--- config.mk ---
export PLATFORM = sky130hd
export DESIGN_NAME = button_event_unit
export DESIGN_NICKNAME = d
export VERILOG_FILES = /design/src/rtl/button_event_unit.sv
export SDC_FILE = /design/constraint.sdc
export NUM_CORES = 1
export LEC_CHECK = 0
export ABC_AREA = 1
export CORE_MARGIN = 2
export CORE_UTILIZATION = 55
export DETAILED_ROUTE_END_ITERATION = 10
export PLACE_DENSITY = 0.72
export SKIP_CTS_REPAIR_TIMING = 1
export SLEW_MARGIN = 20
export SYNTH_ARGS = -nofsm -noshare
export SYNTH_HDL_FRONTEND = slang
export SYNTH_SLANG_ARGS = --single-unit
--- constraint.sdc ---
create_clock -name clock -period 4.1 [get_ports clock]
set_clock_uncertainty 0.2 [all_clocks]
set_input_delay 0.82 -clock clock [delete_from_list [all_inputs] [get_ports clock]]
set_output_delay 0.82 -clock clock [all_outputs]
set_load 0.01 [all_outputs]
--- src/rtl/button_event_unit.sv ---
// -----------------------------------------------------------------------------
// button_event_unit
//
// N-channel button conditioner. One prescaler produces a timebase tick that all
// channels share. Each channel has a two-flop synchronizer, a tick-based
// debounce, registered press/release pulses, and an optional auto-repeat
// generator that runs while the button is held.
//
// Ports
//   clock        in   1     system clock
//   resetn       in   1     asynchronous active-low reset
//   btn_raw      in   N_CH  unsynchronised button pins
//   repeat_en    in   N_CH  per-channel auto-repeat enable
//   level        out  N_CH  debounced pressed state (1 = pressed)
//   press        out  N_CH  one-cycle pulse when level rises
//   release_evt  out  N_CH  one-cycle pulse when level falls
//   repeat_evt   out  N_CH  one-cycle auto-repeat pulse
//   any_event    out  1     OR of every press/release/repeat bit, same cycle
//   tick_out     out  1     one-cycle timebase tick
//
// Auto-repeat states (one FSM per channel)
//   state    | meaning
//   ---------+---------------------------------------------------------------
//   RP_UP    | debounced level is 0, nothing to time
//   RP_WAIT  | held; counting the initial delay (held at 0 while repeat_en = 0)
//   RP_RPT   | held past the delay; a pulse every REPEAT_RATE_TICKS ticks
// -----------------------------------------------------------------------------
module button_event_unit #(
    parameter int N_CH               = 4,
    parameter int CLK_HZ             = 50_000_000,
    parameter int TICK_HZ            = 1000,
    parameter int DEBOUNCE_TICKS     = 20,
    parameter int REPEAT_DELAY_TICKS = 500,
    parameter int REPEAT_RATE_TICKS  = 100,
    parameter int ACTIVE_LOW         = 1,
    parameter int CNT_W              = 16
) (
    input  logic            clock,
    input  logic            resetn,
    input  logic [N_CH-1:0] btn_raw,
    input  logic [N_CH-1:0] repeat_en,
    output logic [N_CH-1:0] level,
    output logic [N_CH-1:0] press,
    output logic [N_CH-1:0] release_evt,
    output logic [N_CH-1:0] repeat_evt,
    output logic            any_event,
    output logic            tick_out
);

    localparam int DIV       = CLK_HZ / TICK_HZ;
    localparam int PRE_W     = (DIV > 2) ? $clog2(DIV) : 1;
    localparam int MAX_A     = (DEBOUNCE_TICKS > REPEAT_DELAY_TICKS) ? DEBOUNCE_TICKS
                                                                     : REPEAT_DELAY_TICKS;
    localparam int MAX_TICKS = (MAX_A > REPEAT_RATE_TICKS) ? MAX_A : REPEAT_RATE_TICKS;

    localparam logic [PRE_W-1:0] PRE_LAST  = PRE_W'(DIV - 1);
    localparam logic [CNT_W-1:0] DB_LAST   = CNT_W'(DEBOUNCE_TICKS - 1);
    localparam logic [CNT_W-1:0] DLY_LAST  = CNT_W'(REPEAT_DELAY_TICKS - 1);
    localparam logic [CNT_W-1:0] RATE_LAST = CNT_W'(REPEAT_RATE_TICKS - 1);
    // Pin value of a released button; also the synchronizer reset value.
    localparam logic [N_CH-1:0]  PIN_IDLE  = (ACTIVE_LOW != 0) ? {N_CH{1'b1}} : {N_CH{1'b0}};

    if (DIV < 2) begin : g_div_chk
        $error("button_event_unit: CLK_HZ/TICK_HZ must be at least 2");
    end
    if (DEBOUNCE_TICKS < 1 || REPEAT_DELAY_TICKS < 1 || REPEAT_RATE_TICKS < 1) begin : g_tick_chk
        $error("button_event_unit: tick parameters must be at least 1");
    end
    if (CNT_W <= $clog2(MAX_TICKS)) begin : g_width_chk
        $error("button_event_unit: CNT_W too narrow for the largest tick parameter");
    end

    typedef enum logic [1:0] {
        RP_UP   = 2'd0,
        RP_WAIT = 2'd1,
        RP_RPT  = 2'd2
    } rp_state_e;

    logic [PRE_W-1:0] presc_q, presc_d;
    logic [N_CH-1:0]  sync1_q, sync1_d;
    logic [N_CH-1:0]  sync2_q, sync2_d;
    logic [N_CH-1:0]  level_q, level_d;
    logic [N_CH-1:0]  press_q, press_d;
    logic [N_CH-1:0]  release_q, release_d;
    logic [N_CH-1:0]  repeat_q, repeat_d;
    logic             any_event_q, any_event_d;
    logic [CNT_W-1:0] db_cnt_q [N_CH];
    logic [CNT_W-1:0] db_cnt_d [N_CH];
    logic [CNT_W-1:0] rp_cnt_q [N_CH];
    logic [CNT_W-1:0] rp_cnt_d [N_CH];
    rp_state_e        rp_state_q [N_CH];
    rp_state_e        rp_state_d [N_CH];

    logic             tick;
    logic [N_CH-1:0]  pressed_s;

    assign tick      = (presc_q == PRE_LAST);
    assign pressed_s = sync2_q ^ PIN_IDLE;

    always_comb begin
        presc_d  = tick ? '0 : presc_q + PRE_W'(1);
        sync1_d  = btn_raw;
        sync2_d  = sync1_q;
        level_d  = level_q;
        repeat_d = '0;

        for (int ch = 0; ch < N_CH; ch++) begin
            db_cnt_d[ch]   = db_cnt_q[ch];
            rp_cnt_d[ch]   = rp_cnt_q[ch];
            rp_state_d[ch] = rp_state_q[ch];

            // Any cycle where the input agrees with the level throws away
            // partial progress, so a bounce restarts the count.
            if (pressed_s[ch] == level_q[ch]) begin
                db_cnt_d[ch] = '0;
            end else if (tick) begin
                if (db_cnt_q[ch] == DB_LAST) begin
                    level_d[ch]  = pressed_s[ch];
                    db_cnt_d[ch] = '0;
                end else begin
                    db_cnt_d[ch] = db_cnt_q[ch] + CNT_W'(1);
                end
            end
        end

        press_d   = level_d & ~level_q;
        release_d = ~level_d & level_q;

        for (int ch = 0; ch < N_CH; ch++) begin
            // A falling level overrides everything, so release beats a due repeat.
            if (release_d[ch]) begin
                rp_state_d[ch] = RP_UP;
                rp_cnt_d[ch]   = '0;
            end else begin
                case (rp_state_q[ch])
                    RP_UP: begin
                        if (press_d[ch]) begin
                            rp_state_d[ch] = RP_WAIT;
                            rp_cnt_d[ch]   = '0;
                        end
                    end
                    RP_WAIT: begin
                        if (!repeat_en[ch]) begin
                            rp_cnt_d[ch] = '0;
                        end else if (tick) begin
                            if (rp_cnt_q[ch] == DLY_LAST) begin
                                repeat_d[ch]   = 1'b1;
                                rp_cnt_d[ch]   = '0;
                                rp_state_d[ch] = RP_RPT;
                            end else begin
                                rp_cnt_d[ch] = rp_cnt_q[ch] + CNT_W'(1);
                            end
                        end
                    end
                    RP_RPT: begin
                        // Dropping the enable goes back to WAIT so re-enabling
                        // restarts the full initial delay.
                        if (!repeat_en[ch]) begin
                            rp_cnt_d[ch]   = '0;
                            rp_state_d[ch] = RP_WAIT;
                        end else if (tick) begin
                            if (rp_cnt_q[ch] == RATE_LAST) begin
                                repeat_d[ch] = 1'b1;
                                rp_cnt_d[ch] = '0;
                            end else begin
                                rp_cnt_d[ch] = rp_cnt_q[ch] + CNT_W'(1);
                            end
                        end
                    end
                    default: begin
                        rp_state_d[ch] = RP_UP;
                        rp_cnt_d[ch]   = '0;
                    end
                endcase
            end
        end

        any_event_d = |{press_d, release_d, repeat_d};
    end

    always_ff @(posedge clock or negedge resetn) begin
        if (!resetn) begin
            presc_q     <= '0;
            sync1_q     <= PIN_IDLE;
            sync2_q     <= PIN_IDLE;
            level_q     <= '0;
            press_q     <= '0;
            release_q   <= '0;
            repeat_q    <= '0;
            any_event_q <= 1'b0;
            for (int ch = 0; ch < N_CH; ch++) begin
                db_cnt_q[ch]   <= '0;
                rp_cnt_q[ch]   <= '0;
                rp_state_q[ch] <= RP_UP;
            end
        end else begin
            presc_q     <= presc_d;
            sync1_q     <= sync1_d;
            sync2_q     <= sync2_d;
            level_q     <= level_d;
            press_q     <= press_d;
            release_q   <= release_d;
            repeat_q    <= repeat_d;
            any_event_q <= any_event_d;
            for (int ch = 0; ch < N_CH; ch++) begin
                db_cnt_q[ch]   <= db_cnt_d[ch];
                rp_cnt_q[ch]   <= rp_cnt_d[ch];
                rp_state_q[ch] <= rp_state_d[ch];
            end
        end
    end

    assign level       = level_q;
    assign press       = press_q;
    assign release_evt = release_q;
    assign repeat_evt  = repeat_q;
    assign any_event   = any_event_q;
    assign tick_out    = tick;

endmodule

Word-level counts from Yosys, hierarchy flattened
Index checks and enable logic that the tools add are counted.
W data, S select, Z words.
Operators by class
  bitwise logic cells: 5
  equal/unequal tests: 53
  $add $sub $neg: 9
  reductions and logical operators: 17
  multiplexer cells: 121
Operators by type and width (number)
  $mux W16: 45
  $pmux W16 S3: 4
  $add A16 B1 Y16 const B: 9
  $eq A16 B5 Y1 const B: 4
  $eq A16 B7 Y1 const B: 4
  $eq A16 B9 Y1 const B: 4
  $ne A3 B3 Y1 const B: 20
  $mux W2: 24
  $mux W1: 40
  $ne A4 B4 Y1 const B: 8
  $pmux W2 S3: 4
  $reduce_and A5 Y1: 4
  $eq A16 B16 Y1 const B: 1
  $not A4 Y4: 3
  $reduce_and A3 Y1: 4
  $reduce_or A12 Y1: 1
  $and A4 B4 Y4: 2
  $eq A2 B1 Y1 const B: 4
  $eq A2 B2 Y1 const B: 4
  $logic_not A2 Y1: 4
  $pmux W1 S2: 4
  $reduce_bool A2 Y1: 4
  $eq A1 B1 Y1: 4
Storage, ports and cells
  input bits: 10
  logic and storage cells: 225
  flip-flop bits (word level): 177

Longest topological paths before layout
Gate-level depths: netlist of the first run.
  depth in word-level cells: 8
  gate-level depth with buffers: 22
  gate-level depth less buffers: 21

Worst setup path before layout of the first run
No wires, ideal clock.
  path kind: reg-to-reg
  from: register presc_q[0]
  to: register rp_cnt_q[53] in the netlist's numbering
  path slack: 1.160 ns
  data required time: 3.783 ns
  stages on the path, launching flop included: 22
  data arrival time: 2.624 ns
  path buffers: 2
  setup time: 0.117 ns
  cells stage by stage: dfrtp_1 > ha_1 > nand3_1 > nor2_4 > nand2_4 > buf_2 > nor2_1 > nand2_1 > o21ai_1 > inv_2 > ha_1 > inv_1 > nand3_1 > nand2_1 > inv_1 > o21ai_0 > nand2_2 > buf_6 > nand2_1 > nand2_1 > nand2_1 > nor2_1
On the way
  cells in the longest elaborated chain, start to end: 7
RTL lines
  start: declaration: line 79  | logic [PRE_W-1:0] presc_q, presc_d;
  start signal: assignment: line 197  | presc_q <= presc_d;
  $eq A16 B16 Y1 *: line 97  | assign tick = (presc_q == PRE_LAST);
  $mux W1 *: line 116  | end else if (tick) begin
  $mux W1 *: line 114  | if (pressed_s[ch] == level_q[ch]) begin
  via level_d[0]: line 82  | logic [N_CH-1:0] level_q, level_d;
  $not A4 Y4 *: line 127  | release_d = ~level_d & level_q;
  $and A4 B4 Y4 *: line 127
  via release_d[0]: line 84  | logic [N_CH-1:0] release_q, release_d;
  $ne A4 B4 Y1 (no source line) / $ne A3 B3 Y1 (equally long branches)
  $reduce_and A3 Y1 (no source line)
  end signal: indexed assignment: line 207  | rp_cnt_q[ch] <= rp_cnt_d[ch];
  end: declaration: line 89  | logic [CNT_W-1:0] rp_cnt_q [N_CH];
Mark *: on every way through the listed nets, which the timed path passes. The rest lies on a longest branch.
A chain may end at the register's enable or synchronous reset.

Final worst setup path of the first run
  from: register presc_q[5]
  to: register rp_cnt_q[5] in the netlist's numbering
On the way
  cells in the longest elaborated chain, start to end: 7
RTL lines (line)
  $eq A16 B16 Y1 *: 97
  $mux W1 *: 116
  $mux W1 *: 114
  via level_d[3]: 82
  $not A4 Y4: 127
  $and A4 B4 Y4: 127
  $ne A4 B4 Y1 (no source line) / $ne A3 B3 Y1 (equally long branches)
  $reduce_and A3 Y1 (no source line)
Marked as above.

==> results of run 1 <==
## through the flow
| stage | std cells | utilization [%] | cell area, um^2 | total power (uW) | hold WS, ns |
|---|---|---|---|---|---|
| after floorplan | 1545 | - | 10800 | 2860 | 0.145 |
| after global placement | 1825 | 58.6 | 11300 | 3100 | 0.147 |
| after detailed placement | 1825 | 58.6 | 11300 | 3120 | 0.147 |
| after CTS | 1857 | 61.6 | 11900 | 4780 | 0.157 |
| after global routing | 1857 | 61.6 | 11900 | 5060 | 0.159 |
| final | 1857 | 61.6 | 11900 | 4760 | 0.157 |
## logic make-up after synthesis
kind of cell             after synthesis
adder cells (fa/ha/maj)               33
XOR/XNOR                              36
AO/OA/AOI/OAI                        126
buffers and inverters                223
AND/OR/NAND/NOR                      949
flip-flops                           177
multiplexers                           1
## final cells by class
| type | instances | area (um^2) |
|---|---|---|
| clock buffer | 19 | 433 |
| clock inverter | 13 | 161 |
| fill | 1806 | 7420 |
| inverter | 205 | 769 |
| multi-input combinational | 1145 | 5450 |
| sequential | 177 | 4440 |
| tap | 265 | 332 |
| timing repair buffer | 33 | 332 |
## synth_stat cells (all sizes together)
master / instances / area [um^2]
nand3: 142 / 716
nor3b: 3 / 22.5
nor3: 50 / 250
nand4: 53 / 332
o31ai: 6 / 45.0
a21boi: 1 / 7.51
xnor2: 6 / 52.6
buf: 16 / 101
inv: 204 / 766
clkinv: 1 / 3.75
nand2: 439 / 1680
or2: 1 / 6.26
dfstp: 8 / 210
dfrtp: 169 / 4230
ha: 33 / 413
mux2i: 1 / 10.0
o21bai: 1 / 7.51
o21ai: 68 / 340
clkbuf: 2 / 7.51
nor4: 5 / 31.3
nor2: 250 / 970
a21oi: 49 / 257
a21o: 1 / 7.51
nand3b: 6 / 45.0
xor2: 30 / 263
## power by group through the flow
stage	Sequential, uW	Clock [uW]	Combinational, uW
3_5_place_dp	1910	0	1210
3_3_place_gp	1900	0	1200
4_1_cts	1870	1690	1220
5_1_grt	1880	1770	1410
2_1_floorplan	1890	0	971
6_report	1870	1670	1210
## layer usage
metal	part of all wire (%)	global-route usage (%)
met2	47	42.2
met4	1.5	7.84
met1	47	33.8
met5	0	0
met3	3.9	4.27
## worst register-to-register path: cells and delay by family, from the launching register on
family | cells | cell delay [ns]
AO/OA/AOI/OAI | 2 | 0.53
adder cells (fa/ha/maj) | 1 | 0.29
flip-flops | 1 | 0.43
AND/OR/NAND/NOR | 10 | 1.59
buffers and inverters | 3 | 0.50
## registers in the layout (all words and copies together) (netlist names)
name / cells
db_cnt_q: 64
rp_cnt_q: 64
presc_q: 16
rp_state_q: 8
level: 4
press: 4
release_evt: 4
repeat_evt: 4
sync1_q: 4
sync2_q: 4
any_event: 1
## worst paths after layout
check / start / end / slack, ns / cells past startpoint
max: presc_q[5] / rp_cnt_q[5] / 0.45 / 16
min: sync1_q[0] / sync2_q[0] / 0.16 / 0
max reg2reg: presc_q[5] / rp_cnt_q[5] / 0.45 / 16
min reg2reg: sync1_q[0] / sync2_q[0] / 0.16 / 0
max in group asynchronous: resetn / sync2_q[3] / 2.60 / 2
min in group asynchronous: resetn / db_cnt_q[40] / 0.25 / 1
==> metrics.md, run 1 <==
| Metric | Value |
|---|---|
| Outcome | finished, final reports clean |
| Clk root buf | clkbuf_16 |
| Post-synthesis cell area | 10800 um^2 |
| Synth warnings | 0 |
| Slew @ Worst Pin | 0.722 ns |
| Worst-path clk slew | 0.07 ns |
| Post-DR wirelength/cell | 13.3 um |
| Detailed Place HPWL | 17800 um |
| CTS Sinks | 177 |
| ANT nets after route | 0 |
| IO Pins | 28 |
| Crit path kind | reg -> reg |
| Switching share of power | 34.8% |
| Clock Power Share | 35.2% |
| Chip height | 144 um |
| Port buffer count | 27 |
| Logic pwr share | 25.5% |
| WP data arrival | 3.76 ns |
| Power Internal | 3110 uW |
| Req. time, crit path | 4.21 ns |
| H-tree depth | 4 |
| GR Overflow Total | 0 |
| DRT iter0 DRCs | 615 |
| Post-synthesis mux area share | 0.0929% |
| Syn Nets | 1588 |
| Adder-cell area share of the yosys netlist | 3.83% |
| Max-slew headroom | 51.9% |
| Crit path top cell by count | nor2_1 |
| Dpl ws | 0.588 ns |
| Sequential area share after synthesis | 41.2% |
| RSZ-0062 raised after global routing | no |
| Share of layout cells above drive strength 1 | 4.33% |
| GRT Overall Usage | 25.3% |
| Setup TNS Final | 0 ns |
| Worst Path Buf+Inv | 3 |
| Latest clock arrival within the worst-skew pair | 0.43 ns |
| Longest Clk Path Bufs | 2 |
| FMAX | 274 MHz |
| Pwr/cell area | 399 nW/um^2 |
| Initial antenna violation count | 0 |
| Via count | 9808 |
| Global-route wire length before repair | 42400 um |
| Syn avg cell area | 6.97 um^2 |
| Die Wd | 144 um |
| Drt pass-1 iters | 5 |
| Reg power frac | 39.4% |
| Peak VDD IR | 0.329 mV |
| Synth Area in XOR/XNOR | 2.93% |
| Max stage delay cell, worst path | dfrtp_1 |
| Net Sw Power | 1650 uW |
| Commonest non-fill, non-tap cell in the layout | nand2_1 |
| TritonCTS clock tree | yes |
| Nets | 1622 |
| Synth Area in Simple Gates | 37.6% |
| Area fraction in compound gates after synthesis | 6.17% |
| Leakage power | 0.00570 uW |
| Row count | 51 |
| CP Launch Type | flop |
| Worst setup EP type | flop |
| Die Area | 20700 um^2 |
| DR vias/cell | 5.28 |
| Final setup fails | 0 |
| Max-Cap Viols | 0 |
| Flops & latches, synth | 177 |
| DR DRC count | 0 |
| Synth Instances | 1545 |
| Hold crit path type | reg -> reg |
| Fin. Hold Viols | 0 |
| Post-Route WL | 24800 um |
| Fin crit share | 89.1% |
| Min Tclk post-route | 3.65 ns |
| Vias in the first global route | 9138 |
| Largest family of logic cells by synthesized area | simple AND/OR/NAND/NOR gates |
| Area growth syn-to-layout | 10.7% |
| Final Max Slew Viols | 0 |
| RePlAce Congestion | 0.898 |
| Core Region | 19300 um^2 |
| Max incr delay on CP | 0.43 ns |
| Initial Util | 55.7% |
| Netlist cell types | 35 |
| Kind of cell adding the most delay to the critical path | simple AND/OR/NAND/NOR gates |
| Largest net degree at the start of global routing | 92 |
| Commonest cells after routing, fill and taps aside | 429 x nand2_1, 247 x nor2_1, 196 x inv_1 |
| Diode count | 0 |
| CTS Buf Count | 17 |
| CP Cell Sequence | nor2_1, nand2_2, nor2_8, nand2_4, inv_2, nand4_1, o21ai_1, ha_1, nand2_1, inv_1, nor2_1, nand2_1, nand2_2, inv_2, a21oi_4, nor2_1 |
| CP Max Fanout | 25 |
| Fin worst setup slack | 0.446 ns |
Note: power is estimated with default switching activity, not from simulation.
==> run 2, diff against run 1 <==
--- a/config.mk
+++ b/config.mk
@@ -7,9 +7,8 @@
 export LEC_CHECK = 0
 export ABC_AREA = 1
 export CORE_MARGIN = 2
-export CORE_UTILIZATION = 55
+export CORE_UTILIZATION = 33
 export DETAILED_ROUTE_END_ITERATION = 10
-export PLACE_DENSITY = 0.72
 export SKIP_CTS_REPAIR_TIMING = 1
 export SLEW_MARGIN = 20
 export SYNTH_ARGS = -nofsm -noshare
==> metrics.md, run 2 (synthesis gave the netlist of run 1 again) <==
| Metric | Value |
|---|---|
| Worst setup EP type | flop (unchanged) |
| Largest regs | db_cnt_q: 64 flops, rp_cnt_q: 64 flops, presc_q: 16 flops (unchanged) |
| Max-slew headroom | 58.7% (was 51.9%) |
| Drt pass-1 iters | 5 (unchanged) |
| Latest clock arrival within the worst-skew pair | 0.44 ns (was 0.43 ns) |
| Met1 WL | 12700 um (was 11700 um) |
| CP Cell Sequence | ha_1, nand3_1, nor2_4, nand2_4, inv_2, nand2_1, o21ai_1, inv_1, ha_1, inv_1, nand3_1, nand2_1, inv_1, nand2_1, nand2_2, nand2_1, nand2_1, nor2_1 (was nor2_1, nand2_2, nor2_8, nand2_4, inv_2, nand4_1, o21ai_1, ha_1, nand2_1, inv_1, nor2_1, nand2_1, nand2_2, inv_2, a21oi_4, nor2_1) |
| FMAX | 282 MHz (was 274 MHz) |
| Row count | 66 (was 51) |
| Port buffer count | 27 (unchanged) |
| Post-route cell area | 12100 um^2 (was 11900 um^2) |
| Setup TNS Final | 0 ns (unchanged) |
| Fin. Hold Viols | 0 (unchanged) |
| Max stage delay cell, worst path | dfrtp_1 (unchanged) |
| Post-Route WL | 25800 um (was 24800 um) |
| Outcome | finished, final reports clean (unchanged) |
| Post-DR wirelength/cell | 12.7 um (was 13.3 um) |
| Final Max Slew Viols | 0 (unchanged) |
| Uppermost layer routed | met4 (unchanged) |
| Largest net degree at the start of global routing | 75 (was 92) |
| CTS Sinks | 177 (unchanged) |
| Final setup fails | 0 (unchanged) |
| GR Overflow Total | 0 (unchanged) |
| DR vias/cell | 4.82 (was 5.28) |
| Die Wd | 185 um (was 144 um) |
| Worst-path clk slew | 0.08 ns (was 0.07 ns) |
| Dpl ws | 0.511 ns (was 0.588 ns) |
| Leakage power | 0.00573 uW (was 0.00570 uW) |
| CTS Buf Count | 17 (unchanged) |
| Total length of routed met3 wires | 1030 um (was 957 um) |
| IO Pins | 28 (unchanged) |
| TritonCTS clock tree | yes (unchanged) |
| RSZ-0062 raised after global routing | no (unchanged) |
| Initial antenna violation count | 0 (unchanged) |
| Max incr delay on CP | 0.37 ns (was 0.43 ns) |
| Min Tclk post-route | 3.55 ns (was 3.65 ns) |
| CP Max Fanout | 23 (was 25) |
| Global-route wire length before repair | 44200 um (was 42400 um) |
| Commonest cells after routing, fill and taps aside | 429 x nand2_1, 247 x nor2_1, 196 x inv_1 (unchanged) |
| Diode count | 0 (unchanged) |
| Max-Cap Viols | 0 (unchanged) |
| Hold crit path type | reg -> reg (unchanged) |
| Commonest non-fill, non-tap cell in the layout | nand2_1 (unchanged) |
| Crit path kind | reg -> reg (unchanged) |
| Req. time, crit path | 4.26 ns (was 4.21 ns) |
| Initial Util | 33.3% (was 55.7%) |
| Longest Clk Path Bufs | 2 (unchanged) |
| Crit path top cell by count | nand2_1 (was nor2_1) |
| Clk root buf | clkbuf_16 (unchanged) |
| DR WL met2 | 11600 um (was 11700 um) |
| WP data arrival | 3.71 ns (was 3.76 ns) |
| H-tree depth | 4 (unchanged) |
| GRT Overall Usage | 15.9% (was 25.3%) |
| Fin crit share | 86.5% (was 89.1%) |
| RePlAce Congestion | 0.914 (was 0.898) |
| Via count | 9819 (was 9808) |
| Pwr/cell area | 393 nW/um^2 (was 399 nW/um^2) |
| Fin worst setup slack | 0.553 ns (was 0.446 ns) |
| Detailed Place HPWL | 19000 um (was 17800 um) |
| Peak VDD IR | 0.296 mV (was 0.329 mV) |
| Core Region | 32400 um^2 (was 19300 um^2) |
| Chip height | 185 um (was 144 um) |
| Die Area | 34100 um^2 (was 20700 um^2) |
| Nets | 1626 (was 1622) |
| Slew @ Worst Pin | 0.620 ns (was 0.722 ns) |
| Placed cell area | 11600 um^2 (was 11300 um^2) |
| ANT nets after route | 0 (unchanged) |
| Area growth syn-to-layout | 12.8% (was 10.7%) |
| DR DRC count | 0 (unchanged) |
| Vias in the first global route | 9144 (was 9138) |
| Share of layout cells above drive strength 1 | 4.70% (was 4.33%) |
| DRT iter0 DRCs | 577 (was 615) |
| CP Launch Type | flop (unchanged) |
run 2: per-stage QoR:
stage	power (uW)	cells	hold WS (ns)	util (%)
global route	5090	2038	0.160	37.5
finish	4770	2038	0.159	37.5
floorplan	2860	1545	0.145	-
CTS	4820	2038	0.158	37.5
detailed placement	3160	2006	0.147	35.7
global placement	3150	2006	0.146	35.7
run 2: worst paths after layout:
check | startpoint | end | slack, ns | depth (start not counted)
worst min-delay path | sync1_q[0] | sync2_q[0] | 0.16 | 0
min in group asynchronous | resetn | db_cnt_q[58] | 0.19 | 1
max in group asynchronous | resetn | sync1_q[0] | 2.64 | 2
worst min register to register | sync1_q[0] | sync2_q[0] | 0.16 | 0
worst max-delay path | presc_q[0] | rp_cnt_q[22] | 0.55 | 18
worst max register to register | presc_q[0] | rp_cnt_q[22] | 0.55 | 18
run 2: power by group:
| part | internal (uW) | total (uW) | leakage, uW | switching [uW] |
|---|---|---|---|---|
| logic | 346 | 1250 | 0.00302 | 904 |
| clock network | 878 | 1650 | 0.000289 | 769 |
| registers | 1820 | 1880 | 0.00241 | 60.6 |
run 2: layout make-up:
type	count	area [um^2]
Sequential cell	177	4440
Clock buffer	18	439
Multi-Input combinational cell	1145	5450
Clock inverter	14	145
Timing Repair Buffer	37	349
Tap cell	442	553
Inverter	205	769
Fill cell	3390	20200
run 2: per-layer routing:
layer / global-route usage, % / vias up
li1: - / 5017
met1: 22.5 / 4567
met2: 24.8 / 206
met3: 2.73 / 29
met4: 4.76 / 0
met5: 0 / -
run 2: critical path: cells and delay by family, from the launching register on:
family,cells,cell delay (ns)
adder cells (fa/ha/maj),2,0.42
buffers and inverters,4,0.46
flip-flops,1,0.37
AO/OA/AOI/OAI,1,0.35
AND/OR/NAND/NOR,11,1.68
==> run 3, diff against run 2 <==
--- a/config.mk
+++ b/config.mk
@@ -9,6 +9,8 @@
 export CORE_MARGIN = 2
 export CORE_UTILIZATION = 33
 export DETAILED_ROUTE_END_ITERATION = 10
+export GPL_TIMING_DRIVEN = 0
+export RECOVER_POWER = 25
 export SKIP_CTS_REPAIR_TIMING = 1
 export SLEW_MARGIN = 20
 export SYNTH_ARGS = -nofsm -noshare
==> metrics.md, run 3 (synthesis gave the netlist of run 1 again) <==
| Metric | Value |
|---|---|
| CP Launch Type | flop (unchanged) |
| IO Pins | 28 (unchanged) |
| Initial antenna violation count | 0 (unchanged) |
| DR DRC count | 0 (unchanged) |
| Power Internal | 3230 uW (was 3040 uW) |
| Clock Power Share | 35.9% (was 34.5%) |
| RSZ-0062 raised after global routing | no (unchanged) |
| Post-Route WL | 26000 um (was 25800 um) |
| H-tree depth | 4 (unchanged) |
| WP data arrival | 2.77 ns (was 3.71 ns) |
| Setup TNS Final | 0 ns (unchanged) |
| Area of the multi-input gates | 5450 um^2 (unchanged) |
| Commonest non-fill, non-tap cell in the layout | nand2_1 (unchanged) |
| Peak VDD IR | 0.302 mV (was 0.296 mV) |
| CTS Sinks | 177 (unchanged) |
| Grt met2 use | 26.4% (was 24.8%) |
| M1 GR Usage | 21.4% (was 22.5%) |
| GR Overflow Total | 0 (unchanged) |
| Logic pwr share | 26.5% (was 26.2%) |
| Drt pass-1 iters | 5 (unchanged) |
| Row count | 66 (unchanged) |
| Fillers | 3380 (was 3390) |
| Detailed Place HPWL | 18800 um (was 19000 um) |
| Max-slew headroom | -55.0% (was 58.7%) |
| Largest net degree at the start of global routing | 90 (was 75) |
| Slew @ Worst Pin | 2.33 ns (was 0.620 ns) |
| Initial Util | 33.3% (unchanged) |
| Post-DR wirelength/cell | 12.7 um (about the same) |
| Die Area | 34100 um^2 (unchanged) |
| Share of layout cells above drive strength 1 | 5.34% (was 4.70%) |
| Port buffer count | 27 (unchanged) |
| ANT nets after route | 0 (unchanged) |
| Hold slack | 0.157 ns (was 0.159 ns) |
| Commonest cells after routing, fill and taps aside | 429 x nand2_1, 247 x nor2_1, 196 x inv_1 (unchanged) |
| Nets | 1639 (was 1626) |
| Net Sw Power | 1740 uW (was 1730 uW) |
| GR peak layer | met2 (unchanged) |
| GRT Overall Usage | 16.1% (was 15.9%) |
| FMAX | 264 MHz (was 282 MHz) |
| DR vias/cell | 4.79 (was 4.82) |
| Latest clock arrival within the worst-skew pair | 0.44 ns (about the same) |
| Area growth syn-to-layout | 14.0% (was 12.8%) |
| Largest regs | db_cnt_q: 64 flops, rp_cnt_q: 64 flops, presc_q: 16 flops (unchanged) |
| CP Max Fanout | 10 (was 23) |
| DRT iter0 DRCs | 561 (was 577) |
| Hold crit path type | reg -> reg (unchanged) |
| Switching share of power | 35.0% (was 36.3%) |
| Pwr/cell area | 405 nW/um^2 (was 393 nW/um^2) |
| Req. time, crit path | 3.08 ns (was 4.26 ns) |
| Worst setup EP type | output pin (was flop) |
| Placed cell area | 11600 um^2 (about the same) |
| CTS Buf Count | 17 (unchanged) |
| Vias in the first global route | 9284 (was 9144) |
| TritonCTS clock tree | yes (unchanged) |
| Longest Clk Path Bufs | 2 (unchanged) |
| Core Region | 32400 um^2 (unchanged) |
| Max-Cap Viols | 1 (was 0) |
| Final Max Slew Viols | 89 (was 0) |
| Global-route wire length before repair | 44500 um (was 44200 um) |
| Die Wd | 185 um (unchanged) |
| Leakage power | 0.00580 uW (was 0.00573 uW) |
| Final setup fails | 0 (unchanged) |
| Crit path kind | reg -> out (was reg -> reg) |
| Failing checks | capacitance limit, slew limit |
| Outcome | finished with violations (was finished, final reports clean) |
| Diode count | 0 (unchanged) |
| Pwr Total | 4980 uW (was 4770 uW) |
| Worst-path clk slew | 0.07 ns (was 0.08 ns) |
| Via count | 9828 (was 9819) |
| Reg power frac | 37.6% (was 39.3%) |
| Storage element area | 4440 um^2 (unchanged) |
| Clk root buf | clkbuf_16 (unchanged) |
| Post-route cell area | 12300 um^2 (was 12100 um^2) |
| RePlAce Congestion | 0.890 (was 0.914) |
| Min Tclk post-route | 3.79 ns (was 3.55 ns) |
| Fin crit share | 92.4% (was 86.5%) |
| Met3 Use GR | 2.59% (was 2.73%) |
| Chip height | 185 um (unchanged) |
| Fin. Hold Viols | 0 (unchanged) |
-- run 3: changes by cell type in the layout (fill, tap and decap cells not counted), sizes merged --
cell and delta:
buf +11, clkdlybuf4s50 -4, dlygate4sd3 +4, bufinv +3, inv -2, clkbuf +1, clkinv -1, clkinvlp +1
-- run 3: area by class of cell --
| class | instances | share of cell area, % |
|---|---|---|
| multi-input cells | 1145 | 44.4 |
| flip-flops and latches | 177 | 36.2 |
| inverters | 205 | 6.27 |
| well taps | 442 | 4.51 |
| clock buffers | 17 | 3.47 |
| repair buffers | 32 | 2.63 |
| clock inverters | 15 | 1.65 |
| plain buffers | 18 | 0.887 |
-- run 3: power groups by stage --
stage                     clock [uW]  combinational [uW]  sequential, uW
after global routing            1900                1510            1880
final                           1790                1320            1870
after CTS                       1840                1330            1870
after detailed placement           0                1320            1910
after global placement             0                1320            1900
after floorplan                    0                 971            1890
-- run 3: layer usage --
layer / wire length [um] / part of all wire, %
met1: 12600 / 49
met2: 11900 / 46
met3: 971 / 3.7
met4: 501 / 1.9
met5: 0 / 0
-- run 3: path summary, 6_finish.rpt --
check                           start  depth (start not counted)  slack (ns)           end
min in group asynchronous      resetn                          1        0.84  db_cnt_q[27]
max                        presc_q[0]                          7        0.31      tick_out
max reg2reg                presc_q[0]                         19        0.38  rp_cnt_q[60]
min reg2reg                sync1_q[0]                          0        0.16    sync2_q[0]
min                        sync1_q[0]                          0        0.16    sync2_q[0]
max in group asynchronous      resetn                          2        1.46    sync1_q[3]
-- run 3: worst max-delay path, stage by stage (launching register included) --
cell and delay, ns:
dfrtp_1 0.37, ha_1 0.19, nand3_1 0.18, nor2_4 0.26, nand2_4 0.16, inv_2 0.25
buf_2 0.32, clkdlybuf4s50_1 0.58
-- run 3: stage by stage --
stage	cells	setup slack (ns)	util, %
floorplan	1545	1.16	-
global placement	2014	-5.83	35.8
detailed placement	2015	0.200	35.9
CTS	2047	0.101	37.9
global route	2051	0.00751	37.9
finish	2051	0.310	37.9
